File: src/rtl/nyq_fir_seq.sv
// Tap sequencer for the Nyquist FIR: accepts one sample per handshake into a
// circular delay line, then drives the MAC with one clear cycle and NUM_TAPS operand pairs.
module nyq_fir_seq #(
  parameter int DATA_WIDTH = 12,
  parameter int COEF_WIDTH = 12,
  parameter int NUM_TAPS   = 16,
  parameter int ADDR_WIDTH = 4
) (
  input  logic                  Clk_CI,
  input  logic                  Rst_RI,
  input  logic                  SmpValid_SI,
  output logic                  SmpReady_SO,
  input  logic [DATA_WIDTH-1:0] Smp_DI,
  input  logic                  CoefWrEn_SI,
  input  logic [ADDR_WIDTH-1:0] CoefAddr_DI,
  input  logic [COEF_WIDTH-1:0] Coef_DI,
  output logic                  MacClr_SO,
  output logic                  MacWrEn_SO,
  output logic [DATA_WIDTH-1:0] MacIn0_DO,
  output logic [COEF_WIDTH-1:0] MacIn1_DO,
  output logic                  Busy_SO,
  output logic                  Done_SO
);

  typedef enum logic [1:0] {
    S_IDLE  = 2'd0,
    S_CLEAR = 2'd1,
    S_ACC   = 2'd2,
    S_DONE  = 2'd3
  } state_e;

  localparam logic [ADDR_WIDTH-1:0] LAST_TAP = ADDR_WIDTH'(NUM_TAPS - 1);
  localparam logic [ADDR_WIDTH-1:0] ONE      = ADDR_WIDTH'(1);

  state_e                state_q, state_d;
  logic [ADDR_WIDTH-1:0] k_q, k_d;
  logic [ADDR_WIDTH-1:0] wp_q, wp_d;
  logic [ADDR_WIDTH-1:0] base_q, base_d;
  logic [DATA_WIDTH-1:0] x_buf_q [NUM_TAPS];
  logic [COEF_WIDTH-1:0] h_q     [NUM_TAPS];

  logic                  accept;
  logic                  coef_we;
  logic [ADDR_WIDTH-1:0] rd_idx;

  // Handshake: a sample is consumed on a rising edge where SmpValid_SI and
  // SmpReady_SO are both high; SmpReady_SO is high only in IDLE.
  assign accept  = (state_q == S_IDLE) && SmpValid_SI;
  // Coefficient writes only in IDLE keep h stable across an accumulation.
  assign coef_we = (state_q == S_IDLE) && CoefWrEn_SI;
  // Power-of-two length, so the subtraction wraps modulo NUM_TAPS for free.
  assign rd_idx  = base_q - k_q;

  always_ff @(posedge Clk_CI) begin
    if (Rst_RI) begin
      state_q <= S_IDLE;
      k_q     <= '0;
      wp_q    <= '0;
      base_q  <= '0;
    end else begin
      state_q <= state_d;
      k_q     <= k_d;
      wp_q    <= wp_d;
      base_q  <= base_d;
    end
  end

  always_ff @(posedge Clk_CI) begin
    if (Rst_RI) begin
      for (int i = 0; i < NUM_TAPS; i++) begin
        x_buf_q[i] <= '0;
        h_q[i]     <= '0;
      end
    end else begin
      if (accept) x_buf_q[wp_q] <= Smp_DI;
      if (coef_we) h_q[CoefAddr_DI] <= Coef_DI;
    end
  end

  always_comb begin
    state_d = state_q;
    k_d     = k_q;
    wp_d    = wp_q;
    base_d  = base_q;
    case (state_q)
      S_IDLE: begin
        if (SmpValid_SI) begin
          wp_d    = wp_q + ONE;
          base_d  = wp_q;
          state_d = S_CLEAR;
        end
      end
      S_CLEAR: begin
        k_d     = '0;
        state_d = S_ACC;
      end
      S_ACC: begin
        k_d = k_q + ONE;
        if (k_q == LAST_TAP) state_d = S_DONE;
      end
      S_DONE:  state_d = S_IDLE;
      default: state_d = S_IDLE;
    endcase
  end

  always_comb begin
    SmpReady_SO = 1'b0;
    MacClr_SO   = 1'b0;
    MacWrEn_SO  = 1'b0;
    MacIn0_DO   = '0;
    MacIn1_DO   = '0;
    Busy_SO     = (state_q != S_IDLE);
    Done_SO     = 1'b0;
    case (state_q)
      S_IDLE:  SmpReady_SO = 1'b1;
      S_CLEAR: begin
        MacClr_SO  = 1'b1;
        MacWrEn_SO = 1'b1;
      end
      S_ACC: begin
        MacWrEn_SO = 1'b1;
        MacIn0_DO  = x_buf_q[rd_idx];
        MacIn1_DO  = h_q[k_q];
      end
      S_DONE:  Done_SO = 1'b1;
      default: SmpReady_SO = 1'b0;
    endcase
  end

endmodule

File: config.mk
export PLATFORM = sky130hd
export DESIGN_NAME = nyq_fir_seq
export DESIGN_NICKNAME = d
export VERILOG_FILES = /design/src/rtl/nyq_fir_seq.sv
export SDC_FILE = /design/constraint.sdc
export NUM_CORES = 1
export LEC_CHECK = 0
export BUFFER_PORTS_ARGS = -buffer_cell sky130_fd_sc_hd__buf_2
export CORE_MARGIN = 2
export CORE_UTILIZATION = 62
export DETAILED_ROUTE_END_ITERATION = 12
export HOLD_SLACK_MARGIN = 0.15
export PLACE_DENSITY = 0.8
export RECOVER_POWER = 50
export SYNTH_ARGS = -nofsm -noshare
export SYNTH_HDL_FRONTEND = slang
export SYNTH_SLANG_ARGS = --single-unit
File: constraint.sdc
create_clock -name Clk_CI -period 2.6 [get_ports Clk_CI]
set_input_delay 0.13 -clock Clk_CI [delete_from_list [all_inputs] [get_ports Clk_CI]]
set_output_delay 0.13 -clock Clk_CI [all_outputs]
set_load 0.1 [all_outputs]
==> metrics.txt, run 1 <==
proportion of layout cells with a drive suffix above 1=0.2455; Fin. Hold Viols=0; IO Count=61; final worst slack=-0.3458 ns; Inserted Diodes=0; Syn Std Cell Area=18610 sq um; Post-DP HPWL=26.03 mm; Final period util=1.133; Tot Pwr=17.09 mW; Max clock buf depth=3; die area=31420 sq um; Critical Path Source=base_q[0]; IR drop worst, VDD=603.2 uV; Max Clock Skew=0.01765 ns; Root Buffer=clkbuf_16; library cells used by synthesis=42; first-pass GRT wire length=62.85 mm; DRC viols=0; status=finished with violations; WS Path Type=reg -> out; row cnt=63; grt ovf=0; Cells after Synth=1223; r2r startpoint=state_q[1]; Die Span X=177.3 um; CP required=2.47 ns; PortBufs=60; Seq/Total Area, Yosys=0.6390; synthesized area per cell=15.22 sq um; Total Wirelength=41.69 mm; crit path launch type=flop; CP endpoint kind=output pin; Iter 0 DRT Violations=973; CP arrival=2.82 ns; hold_ws=0.1717 ns; worst skew pair latency=0.53 ns; Max Fclk=339.5 MHz; Max transition margin=0.2241; flops & latches, synth=402; number of global-route vias before repair=10740; Synthesized Nets=1269; Core Util, Final=0.7283; Worst Tran Pin Value=1.169 ns; failing checks=setup timing; antenna violations before repair=0; Starting Density=0.6296; Setup TNS Final=-8.287 ns; CTS tree=built; max-slew violation count=0; core area=29560 sq um; DR pass1 iterations=5; Die H=177.3 um; via count=10320; Tmin final=2.946 ns; FILL cells=1809; H-tree depth=2; CTS Buf Count=42; RSZ-0062 raised after global routing=yes; via/cell ratio=5.939; Total Nets Final=1362; Final ANT Viol Nets=0; Synth Warn #=0; Leak=7.614 nW; largest net degree at the start of global routing=49; largest fanout on the critical path=13; routed len/inst=23.99 um; Place WS=0.08779 ns; Pwr per Cell Area=793.8 nW/um^2; Hold Path Origin=Smp_DI[5]; worst hold-check path type=in -> reg; final setup fails=85; clk sinks=402; GRT Total Usage=0.2724; synth-to-layout area growth=15.68%; max cap viols=0; gpl congestion=0.8329; clk slew on worst S/H paths=0.06 ns
-- cell usage in the layout, fill, tap and decap left out, types with 24 or more instances in the layout --
master,synthesis,routed
and2_0,0,140
and2_1,386,246
buf_2,25,33
buf_4,7,26
clkbuf_1,53,29
clkbuf_16,0,47
dlygate4sd3_1,0,24
edfxtp_1,384,384
mux2i_1,50,28
mux4_2,95,95
nor2_1,36,36
or2_2,32,28
-- cell usage after synthesis --
| cell type | instances | area [sq um] |
|---|---|---|
| ha_1 | 13 | 162.7 |
| nand2b_1 | 8 | 50.05 |
| mux4_2 | 95 | 2140 |
| xnor2_1 | 1 | 8.760 |
| nand3_1 | 5 | 25.02 |
| nand2_2 | 3 | 18.77 |
| fa_1 | 1 | 20.02 |
| inv_2 | 1 | 3.750 |
| buf_2 | 25 | 125.1 |
| nor2b_1 | 1 | 6.260 |
| buf_6 | 4 | 45.04 |
| o21ai_0 | 1 | 5.000 |
| dfxtp_1 | 18 | 360.4 |
| nand4b_1 | 1 | 8.760 |
| inv_1 | 9 | 33.78 |
| o22ai_1 | 23 | 143.9 |
| a31oi_1 | 1 | 6.260 |
| o31ai_1 | 1 | 7.510 |
| mux2i_1 | 50 | 500.5 |
| buf_4 | 7 | 52.55 |
| nand3b_1 | 1 | 7.510 |
| a21o_1 | 1 | 7.510 |
| clkbuf_1 | 53 | 198.9 |
| a21oi_1 | 13 | 65.06 |
| edfxtp_1 | 384 | 11530 |
| xor2_2 | 1 | 16.27 |
| nor3b_4 | 1 | 18.77 |
| nor3_2 | 3 | 30.03 |
| buf_1 | 1 | 3.750 |
| or2_2 | 32 | 200.2 |
| nand4_1 | 1 | 6.260 |
| mux2_2 | 2 | 22.52 |
| nor3_1 | 8 | 40.04 |
| nand2_1 | 21 | 78.83 |
| and2_1 | 386 | 2415 |
| buf_12 | 2 | 40.04 |
| and3b_1 | 1 | 8.760 |
| xor2_1 | 3 | 26.28 |
| clkbuf_2 | 3 | 15.01 |
| nor3b_1 | 1 | 7.510 |
| nor2_1 | 36 | 135.1 |
| nor3b_2 | 1 | 12.51 |
-- registers in the layout, summed over array words and instances (netlist names), named ones only --
signal   count
wp_q         4
state_q      2
x_buf_q    192
h_q        192
k_q          4
base_q       4
-- where the power goes --
group / switching, mW / internal (mW) / total, mW
sequential: 0.137 / 7.42 / 7.55
combinational: 2.37 / 1.51 / 3.88
clock: 2.35 / 3.31 / 5.66
-- stage by stage --
| stage | cells | area [sq um] |
|---|---|---|
| 2_1_floorplan | 1223 | 18720 |
| 3_3_place_gp | 1630 | 19780 |
| 3_5_place_dp | 1630 | 19780 |
| 4_1_cts | 1736 | 21510 |
| 5_1_grt | 1738 | 21530 |
| 6_report | 1738 | 21530 |
-- logic make-up after synthesis --
kind of cell / synth area share
buf+inv: 0.02783
flops: 0.6390
xor+xnor: 0.002757
simple gates: 0.1649
fa+ha+maj: 0.009816
mux: 0.1431
compound gates: 0.01264
-- worst max-delay path, stage by stage, from the launching register on --
cell and delay [ns]:
dfxtp_2 0.32, inv_2 0.06, ha_4 0.11, inv_2 0.04, fa_2 0.63, buf_8 0.19
mux4_2 0.32, mux2i_2 0.25, o22ai_2 0.17, buf_12 0.19
-- cell type report --
type,count,area [sq um],share of cell area
flip-flops and latches,402,11900,0.5529
multi-input cells,716,6422,0.2983
repair buffers,144,1378,0.06399
clock buffers,60,1202,0.05585
well taps,390,488.0,0.02267
clock inverters,16,97.59,0.004533
inverters,10,37.54,0.001744
-- per-layer routing --
layer,track usage,up-vias,wire length (um)
met5,0,-,0
met4,0.08333,0,1150
met3,0.03286,75,2400
met2,0.4959,391,22450
met1,0.3428,5215,15690
li1,-,4641,-
-- final timing paths --
kind	end	slack, ns	cells after the start
worst max-delay path	MacIn0_DO[3]	-0.35	9
worst min-delay path	x_buf_q[1][5]	0.17	2
worst max register to register	x_buf_q[12][5]	-0.12	8
worst min register to register	base_q[0]	0.47	2
-- repair_timing --
item | in CTS | in global routing
endpoints found under the hold margin | 285 | 0
buffers inserted | 4 | 0
gates resized for setup | 31 | 23
hold buffers | 24 | 0
gates cloned | 2 | 2
endpoints found under the setup margin | 24 | 21
pin swaps | 4 | 1
Note: power is estimated with default switching activity, not from simulation.
==> inputs of run 2 (changes only) <==
--- a/config.mk
+++ b/config.mk
@@ -9,4 +9,5 @@
 export CORE_MARGIN = 2
 export CORE_UTILIZATION = 62
+export CTS_CLUSTER_SIZE = 12
 export DETAILED_ROUTE_END_ITERATION = 12
 export HOLD_SLACK_MARGIN = 0.15
==> constraint.sdc (replaced) <==
create_clock -name Clk_CI -period 2.6 [get_ports Clk_CI]
set_input_delay 0.26 -clock Clk_CI [delete_from_list [all_inputs] [get_ports Clk_CI]]
set_output_delay 0.26 -clock Clk_CI [all_outputs]
set_load 0.1 [all_outputs]
==> run 2 against run 1 <==
The run still ends with setup timing left; final cell count grew 0.29%; count of clock-buffer cells in the layout down 7; critical path type unchanged; core utilization increased by 1.6 points; first-iteration DRC count shrank 7.9%; largest power group unchanged; non-clock buffer count increased by 12; critical path depth rose by 2; clock power down 3%; critical endpoint is now MacIn0_DO[9]; sequential power hardly changed; die area stayed put; routed wire length increased by 4.9%; cell area increased by 2.1%.
==> metrics.txt, run 2 (synthesis results as in run 1) <==
max-slew violation count=0 (unchanged); FILL cells=1707 (was 1809); via count=10620 (was 10320); gpl congestion=0.8059 (was 0.8329); number of global-route vias before repair=10750 (was 10740); Place WS=-0.2838 ns (was 0.08779 ns); Fin. Hold Viols=0 (unchanged); crit path launch type=flop (unchanged); Max transition margin=0.2236 (was 0.2241); core area=29560 sq um (unchanged); CTS Buf Count=42 (unchanged); Root Buffer=clkbuf_16 (unchanged); r2r startpoint=state_q[1] (unchanged); RSZ-0062 raised after global routing=yes (unchanged); finished layout cell area=21990 sq um (was 21530 sq um); most frequent cells in the layout=edfxtp_1, and2_1, and2_0 (unchanged); CP required=2.34 ns (was 2.47 ns); Final period util=1.221 (was 1.133); grt ovf=0 (unchanged); Final ANT Viol Nets=0 (unchanged); die area=31420 sq um (unchanged); largest fanout on the critical path=12 (was 13); Starting Density=0.6296 (unchanged); Max clock buf depth=3 (unchanged); clk slew on worst S/H paths=0.06 ns (about the same); CP endpoint kind=output pin (unchanged); Core Util, Final=0.7439 (was 0.7283); Max Fclk=315.0 MHz (was 339.5 MHz); status=finished with violations (unchanged); hold path cells=2 (unchanged); worst skew pair latency=0.54 ns (was 0.53 ns); first-pass GRT wire length=63.00 mm (was 62.85 mm); largest net degree at the start of global routing=50 (was 49); Pwr per Cell Area=801.0 nW/um^2 (was 793.8 nW/um^2); synth-to-layout area growth=18.16% (was 15.68%); Total Nets Final=1374 (was 1362); final worst slack=-0.5749 ns (was -0.3458 ns); fin cells=1743 (was 1738); PortBufs=60 (unchanged); IO Count=61 (unchanged); worst hold-check path type=in -> reg (unchanged); Hold EP=state_q[1] (was x_buf_q[1][5]); Max Clock Skew=0.02259 ns (was 0.01765 ns); Die Span X=177.3 um (unchanged); Die H=177.3 um (unchanged); row cnt=63 (unchanged); WS Path Type=reg -> out (unchanged); routed len/inst=25.08 um (was 23.99 um); CP arrival=2.91 ns (was 2.82 ns); Post-DP HPWL=25.66 mm (was 26.03 mm); final setup fails=31 (was 85); leading cell type in the layout, fill and taps excluded=edfxtp_1 (unchanged); CTS tree=built (unchanged); DR pass1 iterations=5 (unchanged); Leak=7.684 nW (was 7.614 nW); Reg2Reg Depth=7 (was 8); Hold Path Origin=Rst_RI (was Smp_DI[5]); register-to-register path setup slack=-0.01 ns (was -0.12 ns); Worst R2R End=x_buf_q[1][8] (was x_buf_q[12][5]); Tmin final=3.175 ns (was 2.946 ns); Iter 0 DRT Violations=896 (was 973); largest registers=h_q: 192 flops, x_buf_q: 192 flops (unchanged); DRC viols=0 (unchanged); failing checks=setup timing (unchanged); Tot Pwr=17.61 mW (was 17.09 mW); Worst Tran Pin Value=1.170 ns (was 1.169 ns); proportion of layout cells with a drive suffix above 1=0.2805 (was 0.2455); Total Wirelength=43.72 mm (was 41.69 mm); antenna violations before repair=3 (was 0); IR drop worst, VDD=684.6 uV (was 603.2 uV); max cap viols=0 (unchanged); clk sinks=402 (unchanged); Placed Area=19810 sq um (was 19780 sq um); via/cell ratio=6.095 (was 5.939); GRT Total Usage=0.2736 (was 0.2724); Post-Place Cells=1649 (was 1630); H-tree depth=2 (unchanged)
run 2: per-layer routing:
metal,GRT usage,wire length (um),vias to the layer above
li1,-,-,4669
met1,0.3338,15580,5414
met2,0.4998,23950,433
met3,0.03952,2701,105
met4,0.09324,1470,2
met5,0,12,-
run 2: stage by stage:
stage / TNS (ns) / hold WS (ns)
floorplan: -3.682 / 0.4363
global placement: -1.451 / 0.4525
detailed placement: -2.272 / 0.4579
CTS: -6.891 / 0.1519
global route: -25.26 / 0.1614
finish: -6.702 / 0.1527
run 2: worst max-delay path, stage by stage (launching register included):
cell,delay [ns]
dfxtp_2,0.32
inv_2,0.06
ha_4,0.11
inv_2,0.04
fa_2,0.58
buf_6,0.13
buf_12,0.13
mux4_2,0.32
mux2i_1,0.18
buf_4,0.18
o22ai_4,0.11
buf_12,0.19
run 2: what timing repair did:
action / in CTS / in global routing
setup buffers: 8 / 13
hold buffers: 1 / 0
gates resized for setup: 108 / 66
gates cloned: 3 / 3
endpoints found under the hold margin: 1 / 0
setup endpoints to repair: 23 / 24
pin swaps: 2 / 10
run 2: worst max path at each step:
stage,start,endpoint,slack [ns],cells past startpoint
5_1_grt,base_q[0],MacIn0_DO[9],-0.64,11
2_1_floorplan,state_q[0],MacIn1_DO[0],-0.26,6
3_3_place_gp,base_q[0],MacIn0_DO[0],-0.16,10
3_5_place_dp,k_q[0],MacIn0_DO[8],-0.28,8
6_report,base_q[0],MacIn0_DO[9],-0.57,11
4_1_cts,base_q[0],MacIn0_DO[1],-0.60,12
run 2: power by group:
part           switching (mW)  total [mW]  internal [mW]
registers               0.132        7.55           7.42
logic                    2.67        4.58           1.91
clock network            2.36        5.49           3.12
run 2: final cells by class:
type                       count  area [sq um]  area share
antenna                        2         5.005   0.0002276
clock buffer                  53          1124     0.05110
clock inverter                14         91.34    0.004154
inverter                      10         37.54    0.001707
multi-input combinational    716          6745      0.3067
sequential                   402         11900      0.5411
tap                          390         488.0     0.02219
timing repair buffer         156          1600     0.07277
